[config.mk]
export PLATFORM = sky130hd
export DESIGN_NAME = clint_bus_master
export DESIGN_NICKNAME = d
export VERILOG_FILES = /design/src/rtl/clint_pkg.sv /design/src/rtl/clint_bus_master.sv
export SDC_FILE = /design/constraint.sdc
export NUM_CORES = 1
export LEC_CHECK = 0
export ABC_AREA = 1
export BUFFER_PORTS_ARGS = -buffer_cell sky130_fd_sc_hd__buf_2
export CAP_MARGIN = 20
export CORE_MARGIN = 5
export CORE_UTILIZATION = 50
export DETAILED_ROUTE_END_ITERATION = 8
export PLACE_DENSITY = 0.74
export RECOVER_POWER = 50
export SLEW_MARGIN = 20
export SYNTH_ARGS = -nofsm -noshare
export SYNTH_HDL_FRONTEND = slang
export SYNTH_SLANG_ARGS = --single-unit
[constraint.sdc]
create_clock -name clk -period 4.3 [get_ports clk]
set_input_delay 0.215 -clock clk [delete_from_list [all_inputs] [get_ports clk]]
set_output_delay 0.215 -clock clk [all_outputs]
set_load 0.05 [all_outputs]
[src/rtl/clint_pkg.sv]
// rtl/clint_pkg.sv - shared CLINT address map, size encodings and bus-master types
package clint_pkg;

    localparam int CLINT_ADDR_WIDTH = 16;
    localparam int CLINT_SIZE_WIDTH = 2;
    localparam int CLINT_REG_WIDTH  = 32;
    localparam int CLINT_BUS_WIDTH  = 64;

    localparam logic [CLINT_ADDR_WIDTH-1:0] MSIP_ADDR     = 16'h0000;
    localparam logic [CLINT_ADDR_WIDTH-1:0] MTIMECMP_ADDR = 16'h4000;
    localparam logic [CLINT_ADDR_WIDTH-1:0] MTIME_ADDR    = 16'hBFF8;

    localparam logic [CLINT_SIZE_WIDTH-1:0] SIZE_WORD  = 2'b10;
    localparam logic [CLINT_SIZE_WIDTH-1:0] SIZE_DWORD = 2'b11;

    typedef enum logic [2:0] {
        ST_IDLE, ST_RD_ISSUE, ST_RD_CAP, ST_WR_ISSUE, ST_RESP
    } state_e;

    typedef enum logic [2:0] {
        OP_WORD_RD, OP_WORD_WR, OP_DW_RD, OP_MTIME_RD, OP_DW_WR, OP_MTIMECMP_WR, OP_ERROR
    } op_e;

    // Step list: does this step target the high word (addr + 4)?
    function automatic logic step_hi(op_e op, logic [1:0] step);
        case (op)
            OP_DW_RD, OP_DW_WR, OP_MTIMECMP_WR: return step == 2'd1;
            OP_MTIME_RD:                        return step != 2'd1;
            default:                            return 1'b0;
        endcase
    endfunction

    function automatic logic [1:0] last_step(op_e op);
        case (op)
            OP_DW_RD, OP_DW_WR:          return 2'd1;
            OP_MTIME_RD, OP_MTIMECMP_WR: return 2'd2;
            default:                     return 2'd0;
        endcase
    endfunction

endpackage

[src/rtl/clint_bus_master.sv]
// rtl/clint_bus_master.sv - LSU-to-CLINT initiator splitting requests into word bus cycles
module clint_bus_master
    import clint_pkg::*;
#(
    parameter int MAX_OUTSTANDING = 1,
    parameter int ADDR_WIDTH      = CLINT_ADDR_WIDTH,
    parameter int SIZE_WIDTH      = CLINT_SIZE_WIDTH,
    parameter int REG_DATA_WIDTH  = CLINT_REG_WIDTH,
    parameter int BUS_DATA_WIDTH  = CLINT_BUS_WIDTH
) (
    input  logic                        clk,
    input  logic                        rst,
    input  logic                        req_valid,
    output logic                        req_ready,
    input  logic                        req_write,
    input  logic [ADDR_WIDTH-1:0]       req_addr,
    input  logic [SIZE_WIDTH-1:0]       req_size,
    input  logic [2*REG_DATA_WIDTH-1:0] req_wdata,
    output logic                        rsp_valid,
    input  logic                        rsp_ready,
    output logic [2*REG_DATA_WIDTH-1:0] rsp_rdata,
    output logic                        rsp_error,
    output logic [ADDR_WIDTH-1:0]       bus_clint_read_addr,
    output logic [ADDR_WIDTH-1:0]       bus_clint_write_addr,
    output logic [SIZE_WIDTH-1:0]       bus_clint_read_size,
    output logic [SIZE_WIDTH-1:0]       bus_clint_write_size,
    output logic [REG_DATA_WIDTH-1:0]   bus_clint_data,
    output logic                        bus_clint_rd,
    output logic                        bus_clint_wr,
    input  logic [BUS_DATA_WIDTH-1:0]   clint_bus_data
);

    localparam int RW = REG_DATA_WIDTH;

    state_e                 state_q, state_d;
    op_e                    op_q, op_d;
    logic [1:0]             step_q, step_d;
    logic [ADDR_WIDTH-1:0]  addr_q, addr_d;
    logic [2*RW-1:0]        wdata_q, wdata_d;
    logic [RW-1:0]          lo_q, lo_d, hi_q, hi_d;
    logic                   req_ready_q, req_ready_d;
    logic                   rsp_valid_q, rsp_valid_d;
    logic                   rsp_error_q, rsp_error_d;
    logic [2*RW-1:0]        rsp_rdata_q, rsp_rdata_d;
    logic                   rd_q, rd_d, wr_q, wr_d;
    logic [ADDR_WIDTH-1:0]  rd_addr_q, rd_addr_d, wr_addr_q, wr_addr_d;
    logic [SIZE_WIDTH-1:0]  rd_size_q, rd_size_d, wr_size_q, wr_size_d;
    logic [RW-1:0]          bus_data_q, bus_data_d;
    logic [RW-1:0]          cap_word;
    logic                   unused_bits;

    assign cap_word    = clint_bus_data[RW-1:0];
    assign unused_bits = ^{clint_bus_data[BUS_DATA_WIDTH-1:RW], MAX_OUTSTANDING != 1};

    // The mtimecmp sequence parks lo at all-ones first so the compare can never pass mid-update.
    function automatic logic [RW-1:0] wr_word(op_e op, logic [1:0] step, logic [2*RW-1:0] wd);
        if (op == OP_MTIMECMP_WR && step == 2'd0) return '1;
        return step_hi(op, step) ? wd[2*RW-1:RW] : wd[RW-1:0];
    endfunction

    always_comb begin
        state_d     = state_q;
        op_d        = op_q;
        step_d      = step_q;
        addr_d      = addr_q;
        wdata_d     = wdata_q;
        lo_d        = lo_q;
        hi_d        = hi_q;
        rsp_error_d = rsp_error_q;
        rsp_rdata_d = rsp_rdata_q;
        case (state_q)
            ST_IDLE: if (req_valid && req_ready_q) begin
                addr_d      = req_addr;
                wdata_d     = req_wdata;
                step_d      = 2'd0;
                lo_d        = '0;
                hi_d        = '0;
                rsp_rdata_d = '0;
                rsp_error_d = 1'b0;
                if (req_size == SIZE_WIDTH'(SIZE_WORD) && req_addr[1:0] == 2'b00)
                    op_d = req_write ? OP_WORD_WR : OP_WORD_RD;
                else if (req_size == SIZE_WIDTH'(SIZE_DWORD) && req_addr[2:0] == 3'b000) begin
                    if (req_write)
                        op_d = (req_addr == ADDR_WIDTH'(MTIMECMP_ADDR)) ? OP_MTIMECMP_WR : OP_DW_WR;
                    else
                        op_d = (req_addr == ADDR_WIDTH'(MTIME_ADDR)) ? OP_MTIME_RD : OP_DW_RD;
                end else
                    op_d = OP_ERROR;
                if (op_d == OP_ERROR) begin
                    rsp_error_d = 1'b1;
                    state_d     = ST_RESP;
                end else
                    state_d = req_write ? ST_WR_ISSUE : ST_RD_ISSUE;
            end
            ST_RD_ISSUE: state_d = ST_RD_CAP;
            ST_RD_CAP: begin
                if (op_q == OP_MTIME_RD) begin
                    if (step_q == 2'd0) hi_d = cap_word;
                    else if (step_q == 2'd1) lo_d = cap_word;
                end else if (step_hi(op_q, step_q))
                    hi_d = cap_word;
                else
                    lo_d = cap_word;
                // A carry into mtime hi between the two hi reads forces a fresh hi-lo-hi pass.
                if (op_q == OP_MTIME_RD && step_q == 2'd2 && cap_word != hi_q) begin
                    step_d  = 2'd0;
                    state_d = ST_RD_ISSUE;
                end else if (step_q == last_step(op_q)) begin
                    rsp_rdata_d = {hi_d, lo_d};
                    state_d     = ST_RESP;
                end else begin
                    step_d  = step_q + 2'd1;
                    state_d = ST_RD_ISSUE;
                end
            end
            ST_WR_ISSUE: begin
                if (step_q == last_step(op_q))
                    state_d = ST_RESP;
                else
                    step_d = step_q + 2'd1;
            end
            ST_RESP: if (rsp_ready) begin
                rsp_error_d = 1'b0;
                rsp_rdata_d = '0;
                state_d     = ST_IDLE;
            end
            default: state_d = ST_IDLE;
        endcase

        req_ready_d = (state_d == ST_IDLE);
        rsp_valid_d = (state_d == ST_RESP);
        rd_d        = 1'b0;
        wr_d        = 1'b0;
        rd_addr_d   = '0;
        wr_addr_d   = '0;
        rd_size_d   = '0;
        wr_size_d   = '0;
        bus_data_d  = '0;
        if (state_d == ST_RD_ISSUE) begin
            rd_d      = 1'b1;
            rd_addr_d = addr_d + (step_hi(op_d, step_d) ? ADDR_WIDTH'(4) : '0);
            rd_size_d = SIZE_WIDTH'(SIZE_WORD);
        end
        if (state_d == ST_WR_ISSUE) begin
            wr_d       = 1'b1;
            wr_addr_d  = addr_d + (step_hi(op_d, step_d) ? ADDR_WIDTH'(4) : '0);
            wr_size_d  = SIZE_WIDTH'(SIZE_WORD);
            bus_data_d = wr_word(op_d, step_d, wdata_d);
        end
    end

    always_ff @(posedge clk or negedge rst) begin
        if (!rst) begin
            state_q     <= ST_IDLE;
            op_q        <= OP_WORD_RD;
            step_q      <= '0;
            addr_q      <= '0;
            wdata_q     <= '0;
            lo_q        <= '0;
            hi_q        <= '0;
            req_ready_q <= 1'b0;
            rsp_valid_q <= 1'b0;
            rsp_error_q <= 1'b0;
            rsp_rdata_q <= '0;
            rd_q        <= 1'b0;
            wr_q        <= 1'b0;
            rd_addr_q   <= '0;
            wr_addr_q   <= '0;
            rd_size_q   <= '0;
            wr_size_q   <= '0;
            bus_data_q  <= '0;
        end else begin
            state_q     <= state_d;
            op_q        <= op_d;
            step_q      <= step_d;
            addr_q      <= addr_d;
            wdata_q     <= wdata_d;
            lo_q        <= lo_d;
            hi_q        <= hi_d;
            req_ready_q <= req_ready_d;
            rsp_valid_q <= rsp_valid_d;
            rsp_error_q <= rsp_error_d;
            rsp_rdata_q <= rsp_rdata_d;
            rd_q        <= rd_d;
            wr_q        <= wr_d;
            rd_addr_q   <= rd_addr_d;
            wr_addr_q   <= wr_addr_d;
            rd_size_q   <= rd_size_d;
            wr_size_q   <= wr_size_d;
            bus_data_q  <= bus_data_d;
        end
    end

    assign req_ready            = req_ready_q;
    assign rsp_valid            = rsp_valid_q;
    assign rsp_error            = rsp_error_q;
    assign rsp_rdata            = rsp_rdata_q;
    assign bus_clint_rd         = rd_q;
    assign bus_clint_wr         = wr_q;
    assign bus_clint_read_addr  = rd_addr_q;
    assign bus_clint_write_addr = wr_addr_q;
    assign bus_clint_read_size  = rd_size_q;
    assign bus_clint_write_size = wr_size_q;
    assign bus_clint_data       = bus_data_q;

endmodule

==> results_dict.tcl <==
set metrics [dict create \
    status "finished with violations" \
    failed_checks "max-capacitance violations, max-slew violations" \
    antenna_found_initial 2 \
    drtIter0Drc 1088 \
    nNetsFinal 2175 \
    ctsResizeCount 0 \
    post_cts_buffers 0 \
    cts_made_buffers 31 \
    holdWs_ps 29.21 \
    die_area_um2 31210 \
    cp_max_fo 9 \
    hold_buffers 69 \
    tns_ps 0 \
    reg2reg_slack_ps 680 \
    cts_tree "done" \
    vias 12926 \
    yosys_register_bits 285 \
    drc 0 \
    hold_path.class "input pin to flip-flop" \
    timing.fmax_mhz 276.0 \
    wl_per_cell_um 16.03 \
    fin_crit_sh 0.8425 \
    layout_setup_ws_ps 677.1 \
    grt_pass1_wl_um 64140 \
    crit_buf_inv 3 \
    cts-root-buf "clkbuf_16" \
    core_um2 27630 \
    cp-end-kind "flip-flop" \
    gp_congestion 0.8509 \
    cpPeakStageDelay_ps 390 \
    critPathKind "flip-flop to flip-flop" \
    syn_to_final_growth_pct 21.66 \
    yosysSeqAreaShare 0.5136 \
    worstMarginPinSlew_ps 3195 \
    yosys.area.top_type "dfrtp_1" \
    worstSetupStartpointType "flip-flop" \
    clkLatencyLatePin_ps 570 \
    critPathTopFamily "simple AND/OR/NAND/NOR gates" \
    core.rowCount 61 \
    powerDensity_nw_per_um2 514.0 \
    setup_violations 0 \
    critPathRequiredTime_ps 4740 \
    num-fill-cells 2447 \
    ios 288 \
    yosysTopAreaCellShare 0.5136 \
    postSynthAreaPerCell_um2 7.912 \
    drv_cap 1 \
    vdd_drop_max_mv 0.4135 \
    yosysWarnings 0 \
    crit_top_cell "nand2_1" \
    crit_slowest_cell "dfrtp_1" \
    slew_headroom -1.130 \
    period_needed_ps 3623 \
    io_buffers 253 \
    hold_violations 0 \
    floorplan.initialDensity 0.5026 \
    firstDrtPassIters 5 \
    rsz0062_at_grt "no" \
    critPathArrivalTime_ps 4060 \
    die_h_um 176.7 \
    totalWireLength_um 38760 \
    syn_area_um2 13890 \
    die_w_um 176.7 \
    synth_edf_count 0 \
    cts.sinks 285 \
    antenna_left 0 \
    vias_per_cell 5.346 \
    synth_area_leaders "dfrtp_1 51%, nand2_1 12%, o21ai_0 11%" \
    drive_gt1_frac 0.1183 \
    synthCells 1755 \
    synth-main-ff-cell "dfrtp_1" \
    finalMaxSlewViolations 126 \
    yosysUniqueCellTypes 39 \
    track_usage 0.2460 \
    preCtsSetupSlack_ps 647.6 \
    clk_transition_reported_paths_ps 60 \
    async_flop_share 1.000 \
    p_leak_nw 8.202 \
    cts_max_level 1 \
    dp_hpwl_um 24230 \
    grt_max_degree 129 \
    grt_pass1_vias 13145 \
    overflow 0 \
    finalClockSkew_ps 20.39 \
    clockBufferDepth 3 \
]
-- worst register-to-register path: cells and delay by family, from the launching register on --
family	cells	cell delay, ps
AND/OR/NAND/NOR	20	2290
flip-flops	1	390
adder cells (fa/ha/maj)	2	330
buffers and inverters	3	260
XOR/XNOR	1	250
-- where the power goes --
part / leakage, nW / switching (W) / internal, W
sequential: 3.79 / 0.000159 / 0.00318
combinational: 3.92 / 0.00192 / 0.000757
clock: 0.496 / 0.00107 / 0.00160
total: 8.20 / 0.00314 / 0.00554
-- layout by cell type (no fill, tap or decap), drive strengths merged --
cell and instances:
ha 5, dfrtp 285, clkinv 5, nor3 3, nand4 1, nor2 148, inv 175, bufinv 3
nor3b 1, o2111ai 1, o22ai 1, conb 2, and3 1, nand3 64, xnor2 16, o221ai 34
or2 28, nand2 439, diode 2, buf 136, clkbuf 183, o21ai 297, o21a 2, a21oi 127
xor2 10, o211ai 2, dlygate4sd3 69
-- cell usage after synthesis (all sizes together) (2+ instances only) --
cell type / instances
dfrtp: 285
clkbuf: 82
buf: 30
nand2: 439
nor3: 3
clkinv: 2
ha: 5
o211ai: 2
or2: 28
a21oi: 127
o21ai: 297
nor2: 148
o21a: 2
nand3: 64
xor2: 10
o221ai: 34
inv: 175
xnor2: 16
-- sequential cells by signal (all words and copies together) (netlist names), 3 cells and up --
| register | count |
|---|---|
| addr_q | 16 |
| wdata_q | 64 |
| op_q | 3 |
| bus_clint_write_addr | 16 |
| lo_q | 32 |
| bus_clint_read_addr | 16 |
| hi_q | 32 |
| state_q | 3 |
| rsp_rdata | 64 |
| bus_clint_data | 32 |
-- per-stage QoR --
stage,power (W),std cells,utilization,instance area (um2)
finish,0.008683,2418,0.6114,16890
global route,0.009237,2418,0.6114,16890
CTS,0.008716,2416,0.6177,17070
detailed placement,0.005968,2295,0.5561,15360
global placement,0.005885,2295,0.5560,15360
floorplan,0.005324,1756,-,13890
-- cells by family after synthesis --
group | share of synthesized area
and+or+nand+nor | 0.2029
AOI/OAI and AO/OA | 0.1794
buffers and inverters | 0.08290
DFF | 0.5136
adders and majority gates | 0.004505
other | 0.0002701
xor gates and xnor gates | 0.01640
-- per-layer routing --
| layer | up-vias | track usage | routed length [um] |
|---|---|---|---|
| li1 | 6187 | - | - |
| met1 | 6137 | 0.3147 | 15920 |
| met2 | 508 | 0.4155 | 18410 |
| met3 | 94 | 0.05576 | 3171 |
| met4 | 0 | 0.08317 | 1254 |
| met5 | - | 0 | 0 |
-- layout make-up --
cell class,instances,area [um2],share of cell area
repair buffers,342,1964,0.1163
inverters,177,665.6,0.03940
diodes,2,5.005,0.0002963
flip-flops and latches,285,7132,0.4222
clock inverters,6,120.1,0.007110
clock buffers,46,892.1,0.05281
well taps,378,473.0,0.02800
multi-input cells,1182,5642,0.3340
-- path summary, 6_finish.rpt --
| path | startpoint | to | cells past startpoint |
|---|---|---|---|
| min reg2reg | wdata_q[51]$_DFF_PN0_ | wdata_q[51]$_DFF_PN0_ | 2 |
| max in group asynchronous | rst | lo_q[20]$_DFFE_PN0P_ | 3 |
| min in group asynchronous | rst | rsp_rdata[41]$_DFFE_PN0P_ | 2 |
| min | req_wdata[6] | wdata_q[6]$_DFF_PN0_ | 4 |
| max reg2reg | hi_q[17]$_DFFE_PN0P_ | bus_clint_write_addr[14]$_DFF_PN0_ | 26 |
| max | hi_q[17]$_DFFE_PN0P_ | bus_clint_write_addr[14]$_DFF_PN0_ | 26 |
Note: power is estimated with default switching activity, not from simulation.
